### src/rtl/hex_scan_ctrl.sv
// Multiplexed 7-segment scan controller: one shared decoder, NUM_DIGITS common-anode digits,
// double-buffered display value committed at frame boundaries, guard gaps, leading-zero blanking.
module hex_scan_ctrl #(
  parameter int NUM_DIGITS = 6,
  parameter int DWELL      = 50000,
  parameter int GUARD      = 500
) (
  input  logic                      clk,
  input  logic                      rst_n,
  input  logic                      enable,
  input  logic                      blank_lz,
  input  logic                      load_valid,
  input  logic [4*NUM_DIGITS-1:0]   load_data,
  output logic                      load_ready,
  output logic [3:0]                hexnum,
  output logic [NUM_DIGITS-1:0]     digit_sel_n,
  output logic                      frame_start
);
  localparam int MAXC = (DWELL > GUARD) ? DWELL : GUARD;
  localparam int CW   = $clog2(MAXC + 1);
  localparam int IW   = $clog2(NUM_DIGITS);

  typedef enum logic {S_GUARD, S_SHOW} state_t;

  state_t                        state, state_n;
  logic [CW-1:0]                 cnt, cnt_n;
  logic [IW-1:0]                 idx, idx_n;
  logic                          first, first_n;
  logic [NUM_DIGITS-1:0][3:0]    disp, disp_n, pbuf, pbuf_n;
  logic                          pend, pend_n;
  logic                          bound;
  logic [NUM_DIGITS:0]           zero_up;
  logic                          blanked;
  logic [NUM_DIGITS-1:0]         sel_n;

  always_comb begin
    state_n = state;
    cnt_n   = cnt;
    idx_n   = idx;
    first_n = first;
    bound   = 1'b0;
    if (!enable) begin
      state_n = S_GUARD;
      cnt_n   = '0;
      idx_n   = '0;
      first_n = 1'b1;
    end else begin
      case (state)
        S_GUARD: begin
          if (cnt == CW'(GUARD - 1)) begin
            state_n = S_SHOW;
            cnt_n   = '0;
            first_n = 1'b0;
            // first exit after reset/disable stays on digit 0
            if (first || idx == IW'(NUM_DIGITS - 1)) idx_n = '0;
            else                                     idx_n = idx + IW'(1);
            bound = (idx_n == '0);
          end else begin
            cnt_n = cnt + CW'(1);
          end
        end
        default: begin
          if (cnt == CW'(DWELL - 1)) begin
            state_n = S_GUARD;
            cnt_n   = '0;
          end else begin
            cnt_n = cnt + CW'(1);
          end
        end
      endcase
    end
  end

  always_comb begin
    disp_n = disp;
    pbuf_n = pbuf;
    pend_n = pend;
    if (bound && pend) begin
      disp_n = pbuf;
      pend_n = 1'b0;
    end else if (load_valid && load_ready) begin
      pbuf_n = load_data;
      pend_n = 1'b1;
    end
  end

  // digit i is a leading zero when it and every higher nibble are zero
  always_comb begin
    zero_up[NUM_DIGITS] = 1'b1;
    for (int i = NUM_DIGITS - 1; i >= 0; i--)
      zero_up[i] = zero_up[i+1] && (disp_n[i] == 4'h0);
    blanked = blank_lz && (idx_n != '0) && zero_up[idx_n];
    sel_n   = '1;
    if (state_n == S_SHOW && !blanked) sel_n[idx_n] = 1'b0;
  end

  always_ff @(posedge clk or negedge rst_n) begin
    if (!rst_n) begin
      state       <= S_GUARD;
      cnt         <= '0;
      idx         <= '0;
      first       <= 1'b1;
      disp        <= '0;
      pbuf        <= '0;
      pend        <= 1'b0;
      load_ready  <= 1'b1;
      hexnum      <= 4'h0;
      digit_sel_n <= '1;
      frame_start <= 1'b0;
    end else begin
      state       <= state_n;
      cnt         <= cnt_n;
      idx         <= idx_n;
      first       <= first_n;
      disp        <= disp_n;
      pbuf        <= pbuf_n;
      pend        <= pend_n;
      load_ready  <= ~pend_n;
      hexnum      <= disp_n[idx_n];
      digit_sel_n <= sel_n;
      frame_start <= bound;
    end
  end
endmodule

### config.mk
export PLATFORM = sky130hd
export DESIGN_NAME = hex_scan_ctrl
export DESIGN_NICKNAME = d
export VERILOG_FILES = /design/src/rtl/hex_scan_ctrl.sv
export SDC_FILE = /design/constraint.sdc
export NUM_CORES = 1
export LEC_CHECK = 0
export BUFFER_PORTS_ARGS = -buffer_cell sky130_fd_sc_hd__buf_2
export CAP_MARGIN = 20
export CORE_ASPECT_RATIO = 1.1
export CORE_MARGIN = 5
export CORE_UTILIZATION = 53
export CTS_CLUSTER_SIZE = 28
export DETAILED_ROUTE_END_ITERATION = 8
export PLACE_DENSITY = 0.78
export SLEW_MARGIN = 20
export SYNTH_ARGS = -nofsm -noshare
export SYNTH_HDL_FRONTEND = slang
export SYNTH_SLANG_ARGS = --single-unit
### constraint.sdc
create_clock -name clk -period 2.87 [get_ports clk]
set_input_delay 0.1435 -clock clk [delete_from_list [all_inputs] [get_ports clk]]
set_output_delay 0.1435 -clock clk [all_outputs]
set_load 0.1 [all_outputs]
* Word-level counts from Yosys, hierarchy flattened
Cells that the tools add are included.
** Word-level totals
- Flip-flop bits (word level) :: 82
- Bits of input ports :: 29
- Output and inout port bits :: 12
- Logic and storage cells :: 87
** Operators by class
- Add/sub/neg operators :: 2
- Magnitude comparators :: 2
- Equal/unequal tests :: 5
- Mux-type cells :: 31
- Bitwise logic cells :: 3
- Reduce and logical (&&, ||, !) cells :: 23
** Operator list (number)
- 2-to-1 mux 16 bit :: 4
- zero test 4 bit :: 6
- 2-to-1 mux 24 bit :: 1
- 2-to-1 mux 3 bit :: 7
- adder 16 x 1 -> 16 bit (second input constant) :: 1
- == test 16 bit (second input constant) :: 1
- == test 16 x 9 -> 1 bit (second input constant) :: 1
- 2-to-1 mux 1 bit :: 14
- binary-select mux 4 bit (select 3 bit) :: 1
- logical AND 1 bit :: 11
- 2-to-1 mux 6 bit :: 1
- inverter 6 bit :: 1
- less-than comparator 3 x 4 -> 1 bit (second input constant) :: 1
- 2-to-1 mux 4 bit :: 1
- AND reduction 2 bit :: 2
- adder 3 x 1 -> 3 bit (second input constant) :: 1
- binary-select mux 1 bit (select 3 bit) :: 1
- demux 1 bit (select 3 bit) :: 1
- == test 3 bit (second input constant) :: 1
- >= comparator 3 x 1 -> 1 bit (second input constant) :: 1
- zero test 3 bit :: 1
- nonzero test 3 bit :: 1
- != test 2 x 1 -> 1 bit (second input constant) :: 1
- != test 2 bit (second input constant) :: 1
- 3 further kinds :: 4

* Depth between registers and ports, before layout
Gate-level depths: netlist (run 1).
- Depth after elaboration :: 24
- Gate-level depth with buffers :: 11

* Worst setup path after synthesis (run 1)
OpenSTA, ideal clock, no wires.
- Path type :: register to register
- Start point :: register idx[0]
- End point :: register hexnum[0]
- Setup time :: 0.124 ns
- Data arrival time :: 2.776 ns
- Data required time :: 2.746 ns
- Slack :: -0.030 ns
- Cell stages (with the launch flop) :: 10
- Clock period less this slack :: 2.900 ns
- Cells stage by stage :: dfrtp_1 > ha_1 > nor3b_1 > a211oi_1 > or4b_4 > buf_6 > buf_6 > mux2_4 > a221o_1 > a211o_1
** RTL lines
- start: declaration :: line 27 : logic [IW-1:0] idx, idx_n;
- start signal: assignment :: line 113 : idx <= idx_n;
- end signal: assignment :: line 119 : hexnum <= disp_n[idx_n];
- end: declaration :: line 15 : output logic [3:0] hexnum,

==> reports/qor.csv, run 1 <==
stage,metric,value,unit
layout,fin_util,65.9,%
timing,slew_headroom,51.7,%
yosys,synthSimpleGateAreaFrac,15.6,%
worst_setup_path,crit_arrival,3010,ps
yosys,synth-xor-area-share,3.22,%
layout,antenna_cells,0,
timing,max_freq,360,MHz
drt,drc,0,
yosys,netlist_area,3810,µm²
timing,tightest_slew,725,ps
yosys,syn-num-nets,346,
timing,finalMaxSlewViolations,0,
yosys,yosysMostFrequentCell,dfrtp_1,
run,maxCapViolations,0,
power,power.density,516,nW/µm²
clock_network,cts_buffers,9,
grt,grt_pass1_vias,3052,
drt,initialDrtViolationCount,189,
yosys,ys_types,49,
clock_network,htreeDepth,3,
grt,gr-usage-all-layers,19.4,%
layout,fill_cells,529,
floorplanning,boundaryPins,41,
drt,wire_per_inst,17.7,µm
yosys,synthTopCellsByCount,"dfrtp_1, mux2_2, nor2_1, nand2_1",
timing,setup_viol_count_final,0,
timing,skew,8.07,ps
clock_network,clockBufferDepth,2,
timing,fin_crit_sh,96.8,%
power,peakVddDrop,0.000395,V
yosys,synth_edf_count,0,
floorplanning,rows,32,
yosys,ys_warn_count,0,
drt,wl,8490,µm
worst_setup_path,startpoint_type,register,
timing,rsz0062_at_grt,yes,
power,leakage,2.21,nW
drt,ant_nets,0,
yosys,synthTopCellsByArea,"dfrtp_1, mux2_2, dfstp_2",
yosys,yosys.area.top_type,dfrtp_1,
floorplanning,initial_core_util,54.4,%
grt,grt_busiest_layer,met2,
worst_setup_path,worstSetupPathType,reg2reg,
worst_setup_path,critPathRequiredTime,3110,ps
floorplanning,coreArea,7010,µm²
layout,synthToLayoutAreaGrowth,21.3,%
grt,grt_start_max_net_pins,83,
worst_setup_path,cp_max_fo,9,
yosys,synthAdderAreaFrac,0.986,%
status,outcome,"complete, no violations",
clock_network,cts_tree,yes,
worst_hold_path,hp-class,in2reg,
timing,period_minus_slack,2780,ps
drt,viasPerCell,5.84,
drt,dr.pass1.iters,4,
yosys,synthArstFlopShare,100,%
floorplanning,die_w,90.8,µm
clock_network,clock_sinks,82,
grt,gr-total-overflow,0,
floorplanning,fp.dieH,98.9,µm
clock_network,root_buffer,clkbuf_8,
yosys,synth-compound-area-share,7.23,%
power,total_power,2.38,mW
layout,nets,422,
clock_network,clk_pin_slew,80,ps
grt,grt_pass1_wl,14100,µm
clock_network,clk_latency,350,ps
grt,gr-usage-met3,4.81,%
placed_design,place.gp.congestion,0.873,
yosys,ys.flop_type,dfrtp_1,
drt,vias,2801,
yosys,synth_top_area_share,48.6,%
grt,antenna_found_initial,0,
yosys,muxShareOfSynthArea,16.0,%
yosys,synth_top_family_by_area,multiplexers,
grt,grt_util_met2,34.7,%
yosys,syn_area_per_cell,12.1,µm²
timing,hold_viol_final,0,
placed_design,portBuffers,40,
yosys,ys_seq_area_share,54.1,%
grt,grt_use_met1,22.2,%
layout,final_layout_size_suffix_gt1_share,40.8,%
placed_design,place_hpwl,5890,µm
yosys,syn_inst,314,
yosys,ys_ff_latch,82,
worst_setup_path,worstSetupEndpointType,register,
floorplanning,die_area,8980,µm²
## cell families (layout without fill, tap and decap cells)
family | after synthesis | count (layout)
AO/OA/AOI/OAI | 35 | 35
flip-flops | 82 | 82
AND/OR/NAND/NOR | 102 | 104
buffers and inverters | 24 | 103
multiplexers | 54 | 54
XOR/XNOR | 14 | 14
adder cells (fa/ha/maj) | 3 | 3
## cell usage in the layout, fill, tap and decap left out, types with 10 or more instances in the layout
cell type  instances
nand3_1           12
nand2_1           14
nor2_1            26
mux2_2            42
dfrtp_1           74
inv_1             11
buf_4             32
clkbuf_8          10
buf_2             39
nor4_1            11
## metal layers
layer	part of all wire [%]	wire length (µm)
met5	0	0
met4	2.7	230
met3	3.8	323
met2	54	4560
met1	40	3380
## layout make-up
class	instances	area (µm²)	area share (%)
flip-flops and latches	82	2060	44.6
multi-input cells	210	1740	37.8
repair buffers	74	477	10.3
clock buffers	11	141	3.06
well taps	85	106	2.30
inverters	13	48.8	1.06
clock inverters	5	40.0	0.867
## critical path, cell delays in order (launching register included)
cell and delay, ps:
dfrtp_1 410, inv_2 70, ha_4 270, nor3b_4 220, a211oi_4 80, or4b_4 670, mux2_4 350, a221o_1 310
a211o_1 280
## sequential cells by signal (all words and copies together) (netlist names), 3 cells and up
register,count
cnt,16
disp,24
hexnum,4
idx,3
pbuf,24
digit_sel_n,6
## worst paths after layout
| check | start | to | slack, ps | cells after the start |
|---|---|---|---|---|
| min in group asynchronous | rst_n | idx[2] | 390 | 2 |
| max in group asynchronous | rst_n | pbuf[19] | 1970 | 2 |
| min reg2reg | disp[3] | disp[3] | 510 | 1 |
| max | idx[1] | hexnum[0] | 90 | 8 |
| min | load_data[20] | pbuf[20] | 20 | 2 |
| max reg2reg | idx[1] | hexnum[0] | 90 | 8 |
## through the flow
stage / instance area [µm²] / setup WS (ps) / TNS (ps) / hold slack [ps] / std cells
after floorplan: 3820 / 14.5 / 0 / -152 / 314
after global placement: 4320 / 46.4 / 0 / 370 / 459
after detailed placement: 4320 / -44.2 / -60.2 / 379 / 459
after CTS: 4540 / 48.7 / 0 / 2.62 / 477
after global routing: 4620 / -12.2 / -39.8 / 1.87 / 480
final: 4620 / 92.9 / 0 / 19.6 / 480
## power breakdown
| group | total [mW] | internal [mW] | leakage, nW | switching, mW |
|---|---|---|---|---|
| registers | 1.39 | 1.29 | 1.06 | 0.107 |
| logic | 0.227 | 0.134 | 1.07 | 0.0939 |
| clock network | 0.761 | 0.341 | 0.0818 | 0.420 |
## repair_timing
item                                    CTS  global route
setup buffers                             0             2
hold endpoints to repair                  0            74
pin swaps                                 2             7
endpoints found under the setup margin    8            28
gates cloned                              2             0
hold buffers                              0             1
gates resized for setup                   5            10
(Power assumes the default switching activity.)
==> inputs of run 2 (changes only) <==
- BUFFER_PORTS_ARGS: -buffer_cell sky130_fd_sc_hd__buf_2 -> not set
- CORE_UTILIZATION: 53 -> 55
- DONT_BUFFER_PORTS: not set -> 1
- PLACE_DENSITY: 0.78 -> 0.75
==> reports/qor.csv, run 2 (synthesized netlist as in run 1, its figures left out) <==
stage,metric,value,unit
clock_network,clockBufferDepth,2,
worst_setup_path,cp_slowest_cell,or4b_4,
layout,final_common_cell,dfrtp_1,
worst_hold_path,hp-class,in2reg,
floorplanning,coreArea,6670,µm²
power,power.density,501,nW/µm²
worst_setup_path,rr_worst_depth,9,
placed_design,post-place-ws,-44.4,ps
layout,final_layout_size_suffix_gt1_share,32.9,%
grt,grt_pass1_wl,14200,µm
clock_network,cts_buffers,9,
placed_design,place.gp.congestion,0.870,
layout,fin_cells,468,
grt,grt_pass1_vias,2889,
floorplanning,die_area,8690,µm²
timing,rsz0062_at_grt,yes,
clock_network,htreeDepth,3,
timing,setup_viol_count_final,0,
power,sw_frac_of_total,25.3,%
worst_setup_path,worstSetupPathType,reg2reg,
worst_setup_path,r2r-end,hexnum[2],
status,outcome,"complete, no violations",
placed_design,place_hpwl,5670,µm
floorplanning,die_w,89.3,µm
timing,fin_hold_ws,42.2,ps
worst_setup_path,r2r_setup_slack,90,ps
placed_design,portBuffers,0,
drt,initialDrtViolationCount,199,
timing,slew_headroom,38.8,%
power,p_int,1.78,mW
floorplanning,fp.dieH,97.3,µm
layout,top_regs,"disp (24), pbuf (24), cnt (16)",
timing,tightest_slew,918,ps
drt,ant_nets,0,
run,maxCapViolations,0,
floorplanning,initial_core_util,57.1,%
timing,hold_viol_final,0,
power,p_sw,603,µW
drt,drc,0,
worst_setup_path,cp_max_fo,6,
placed_design,dp.cells,419,
timing,skew,13.0,ps
worst_setup_path,startpoint_type,register,
worst_setup_path,startpoint,idx[1],
timing,finalSetupTns,0,ps
drt,wl,8510,µm
timing,setup_slack,89.2,ps
worst_setup_path,worstSetupEndpointType,register,
timing,finalMaxSlewViolations,0,
worst_setup_path,critPathRequiredTime,3100,ps
floorplanning,rows,31,
clock_network,cts_tree,yes,
worst_setup_path,cp_slowest_stage_delay,650,ps
drt,viasPerCell,5.92,
layout,synthToLayoutAreaGrowth,24.7,%
grt,gr-usage-all-layers,21.2,%
clock_network,clk_pin_slew,80,ps
layout,antenna_cells,0,
layout,nets,413,
worst_setup_path,cp.depth,9,
clock_network,clk_latency,350,ps
worst_setup_path,worstReg2RegStart,idx[1],
power,leakage,2.21,nW
clock_network,clock_sinks,82,
worst_setup_path,crit_chain,"inv_2, ha_4, nor3b_4, a211oi_4, or4b_4, mux2_2, nor2b_1, a221o_1, a211o_1",
layout,layout_common_cells,"dfrtp_1, mux2_2, buf_4",
worst_setup_path,crit_family,simple AND/OR/NAND/NOR gates,
grt,antenna_found_initial,0,
worst_setup_path,crit_arrival,3010,ps
power,pwr-share-seq,58.4,%
power,p_clk_share,31.4,%
power,peakVddDrop,0.000357,V
worst_setup_path,endpoint,hexnum[2],
floorplanning,boundaryPins,41,
drt,wire_per_inst,18.2,µm
timing,max_freq,360,MHz
power,pwr-share-comb,10.2,%
drt,vias,2771,
worst_setup_path,path_buf_inv,1,
drt,dr.pass1.iters,4,
timing,fin_crit_sh,96.9,%
grt,grt_start_max_net_pins,83,
timing,period_minus_slack,2780,ps
clock_network,root_buffer,clkbuf_8,
grt,gr-total-overflow,0,
-- run 2: per-stage QoR --
| stage | instance area, µm² | total power [mW] | util (%) |
|---|---|---|---|
| floorplan | 3820 | 1.53 | - |
| global placement | 4140 | 1.58 | 62.0 |
| detailed placement | 4140 | 1.60 | 62.0 |
| CTS | 4630 | 2.40 | 69.4 |
| global route | 4750 | 2.51 | 71.2 |
| finish | 4750 | 2.38 | 71.2 |
-- run 2: area by class of cell --
cell class,instances,area [µm²]
Timing Repair Buffer,65,593
Fill cell,461,1920
Inverter,13,48.8
Clock buffer,13,149
Sequential cell,82,2060
Clock inverter,3,23.8
Multi-Input combinational cell,210,1770
Tap cell,82,103
-- run 2: per-layer routing --
layer  GRT usage, %  share of wire, %  up-vias
li1               -                 -     1290
met1           27.1                42     1390
met2           33.9                50       66
met3           5.34               4.8       25
met4           8.48               3.2        0
met5              0                 0        -
-- run 2: power groups by stage --
stage	logic [mW]	clock network, mW	registers [mW]
2_1_floorplan	0.147	0	1.38
3_3_place_gp	0.177	0	1.41
3_5_place_dp	0.185	0	1.41
4_1_cts	0.241	0.772	1.39
5_1_grt	0.272	0.826	1.41
6_report	0.243	0.748	1.39
-- run 2: what timing repair did --
item / CTS / global route
buffers inserted: 0 / 4
hold buffers: 27 / 0
endpoints found under the hold margin: 107 / 0
cloned: 2 / 0
setup endpoints to repair: 8 / 9
resized for setup: 3 / 21
pin swaps: 1 / 7
-- run 2: worst min-delay path by stage --
stage           start          end  cells past startpoint
2_1_floorplan   rst_n       cnt[0]                      0
3_3_place_gp    rst_n  frame_start                      0
3_5_place_dp    rst_n  frame_start                      0
4_1_cts        enable       idx[0]                      2
5_1_grt        enable       idx[0]                      2
6_report       enable       idx[0]                      2
==> inputs of run 3 (changes only) <==
- MAX_ROUTING_LAYER: not set -> met4
==> reports/qor.csv, run 3 (synthesized netlist as in run 1, its figures left out) <==
stage,metric,value,unit
grt,grt_pass1_wl,14200,µm
grt,gr-usage-all-layers,21.7,%
worst_hold_path,min_from,enable,
placed_design,place.gp.congestion,0.884,
floorplanning,fp.dieH,97.3,µm
worst_setup_path,startpoint_type,register,
power,pwr-share-seq,58.4,%
drt,vias,2796,
timing,skew,9.73,ps
worst_setup_path,crit_chain,"inv_2, ha_4, nor3b_4, a211oi_4, or4b_4, mux2_2, nor2b_1, a221o_1, a211o_1",
power,pwr-share-comb,10.2,%
worst_setup_path,path_buf_inv,1,
timing,setup_slack,91.5,ps
timing,tightest_slew,924,ps
worst_setup_path,r2r_setup_slack,90,ps
worst_setup_path,cp_max_fo,6,
worst_setup_path,worstSetupPathType,reg2reg,
layout,synthToLayoutAreaGrowth,24.7,%
worst_hold_path,min_path_cells,2,
clock_network,clk_latency,350,ps
grt,grt_start_max_net_pins,83,
drt,dr.pass1.iters,4,
drt,ant_nets,0,
grt,grt_use_met1,27.1,%
worst_setup_path,crit_arrival,3010,ps
timing,fin_crit_sh,96.8,%
power,total_power,2.38,mW
clock_network,clk_pin_slew,80,ps
floorplanning,die_w,89.3,µm
floorplanning,rows,31,
placed_design,post-place-ws,-44.4,ps
floorplanning,die_area,8690,µm²
layout,nets,413,
power,p_sw,602,µW
layout,fin_util,71.2,%
clock_network,clockBufferDepth,2,
clock_network,htreeDepth,3,
floorplanning,coreArea,6670,µm²
worst_setup_path,rr_worst_depth,9,
grt,gr-total-overflow,0,
placed_design,place_hpwl,5670,µm
clock_network,cts_buffers,9,
run,maxCapViolations,0,
worst_hold_path,min_to,idx[0],
timing,slew_headroom,38.4,%
layout,fill_cells,461,
grt,antenna_found_initial,0,
clock_network,cts_tree,yes,
placed_design,portBuffers,0,
power,peakVddDrop,0.000357,V
drt,drc,0,
worst_setup_path,worstSetupEndpointType,register,
worst_setup_path,r2r-end,hexnum[2],
status,outcome,"complete, no violations",
timing,finalMaxSlewViolations,0,
drt,wire_per_inst,18.2,µm
worst_setup_path,cp_slowest_cell,or4b_4,
worst_setup_path,critPathRequiredTime,3100,ps
worst_setup_path,worstReg2RegStart,idx[1],
timing,setup_viol_count_final,0,
layout,layout_common_cells,"dfrtp_1, mux2_2, buf_4",
drt,viasPerCell,5.97,
drt,wl,8500,µm
layout,top_regs,"disp (24), pbuf (24), cnt (16)",
grt,grt_busiest_layer,met2,
power,sw_frac_of_total,25.3,%
power,leakage,2.21,nW
grt,grt_util_met2,33.9,%
power,p_int,1.78,mW
timing,max_freq,360,MHz
layout,final_layout_size_suffix_gt1_share,32.9,%
clock_network,root_buffer,clkbuf_8,
timing,rsz0062_at_grt,yes,
layout,final_common_cell,dfrtp_1,
worst_setup_path,cp_slowest_stage_delay,650,ps
clock_network,clock_sinks,82,
floorplanning,boundaryPins,41,
timing,period_minus_slack,2780,ps
drt,initialDrtViolationCount,235,
worst_hold_path,hp-class,in2reg,
worst_setup_path,crit_family,simple AND/OR/NAND/NOR gates,
power,power.density,501,nW/µm²
timing,hold_viol_final,0,
power,p_clk_share,31.4,%
layout,antenna_cells,0,
grt,grt_pass1_vias,2886,
floorplanning,initial_core_util,57.1,%
grt,gr-usage-met3,5.17,%
-- run 3: cell counts in the layout (fill, tap and decap cells not counted) --
Identical to the previous run, type by type.
-- run 3: cell type report --
type	instances	area [µm²]	area share [%]
inverter	13	48.8	1.03
tap	82	103	2.16
clock inverter	3	23.8	0.501
timing repair buffer	65	593	12.5
clock buffer	13	149	3.13
multi-input combinational	210	1770	37.3
sequential	82	2060	43.4
-- run 3: worst max path at each step --
stage | from | endpoint | slack (ps) | cells past startpoint
final | idx[1] | hexnum[2] | 90 | 9
after global routing | cnt[1] | digit_sel_n[3] | -30 | 10
after CTS | idx[1] | digit_sel_n[3] | 6 | 9
after detailed placement | idx[1] | digit_sel_n[3] | -40 | 9
after global placement | idx[1] | digit_sel_n[3] | 60 | 9
after floorplan | idx[0] | hexnum[0] | 10 | 9
-- run 3: repair_timing --
item | in CTS | in global routing
buffers inserted | 0 | 4
hold buffers | 27 | 0
pin swaps | 1 | 7
setup endpoints to repair | 8 | 9
gates resized for setup | 3 | 21
endpoints found under the hold margin | 107 | 0
cloned | 2 | 0
-- run 3: power by group through the flow --
stage | sequential [mW] | combinational, mW | clock, mW
finish | 1.39 | 0.243 | 0.746
global route | 1.41 | 0.272 | 0.826
CTS | 1.39 | 0.241 | 0.772
detailed placement | 1.41 | 0.185 | 0
global placement | 1.41 | 0.177 | 0
floorplan | 1.38 | 0.147 | 0
-- run 3: stage by stage --
| step | instances | hold WS [ps] | instance area (µm²) | TNS, ps |
|---|---|---|---|---|
| detailed placement | 419 | -149 | 4140 | -113 |
| global route | 468 | 32.5 | 4750 | -77.3 |
| finish | 468 | 35.6 | 4750 | 0 |
| floorplan | 314 | -152 | 3820 | 0 |
| CTS | 464 | 12.9 | 4630 | 0 |
| global placement | 419 | -149 | 4140 | 0 |
-- run 3: worst reg2reg max path, delay by kind of cell, from the launching register on --
family	cells	cell delay (ps)
AND/OR/NAND/NOR	3	990
adder cells (fa/ha/maj)	1	270
flip-flops	1	390
buffers and inverters	1	70
multiplexers	1	320
AO/OA/AOI/OAI	3	620
-- run 3: per-layer routing --
layer / part of all wire [%] / wire (µm)
met3: 4.8 / 409
met2: 50 / 4240
met5: 0 / 0
met4: 3.1 / 267
met1: 42 / 3580
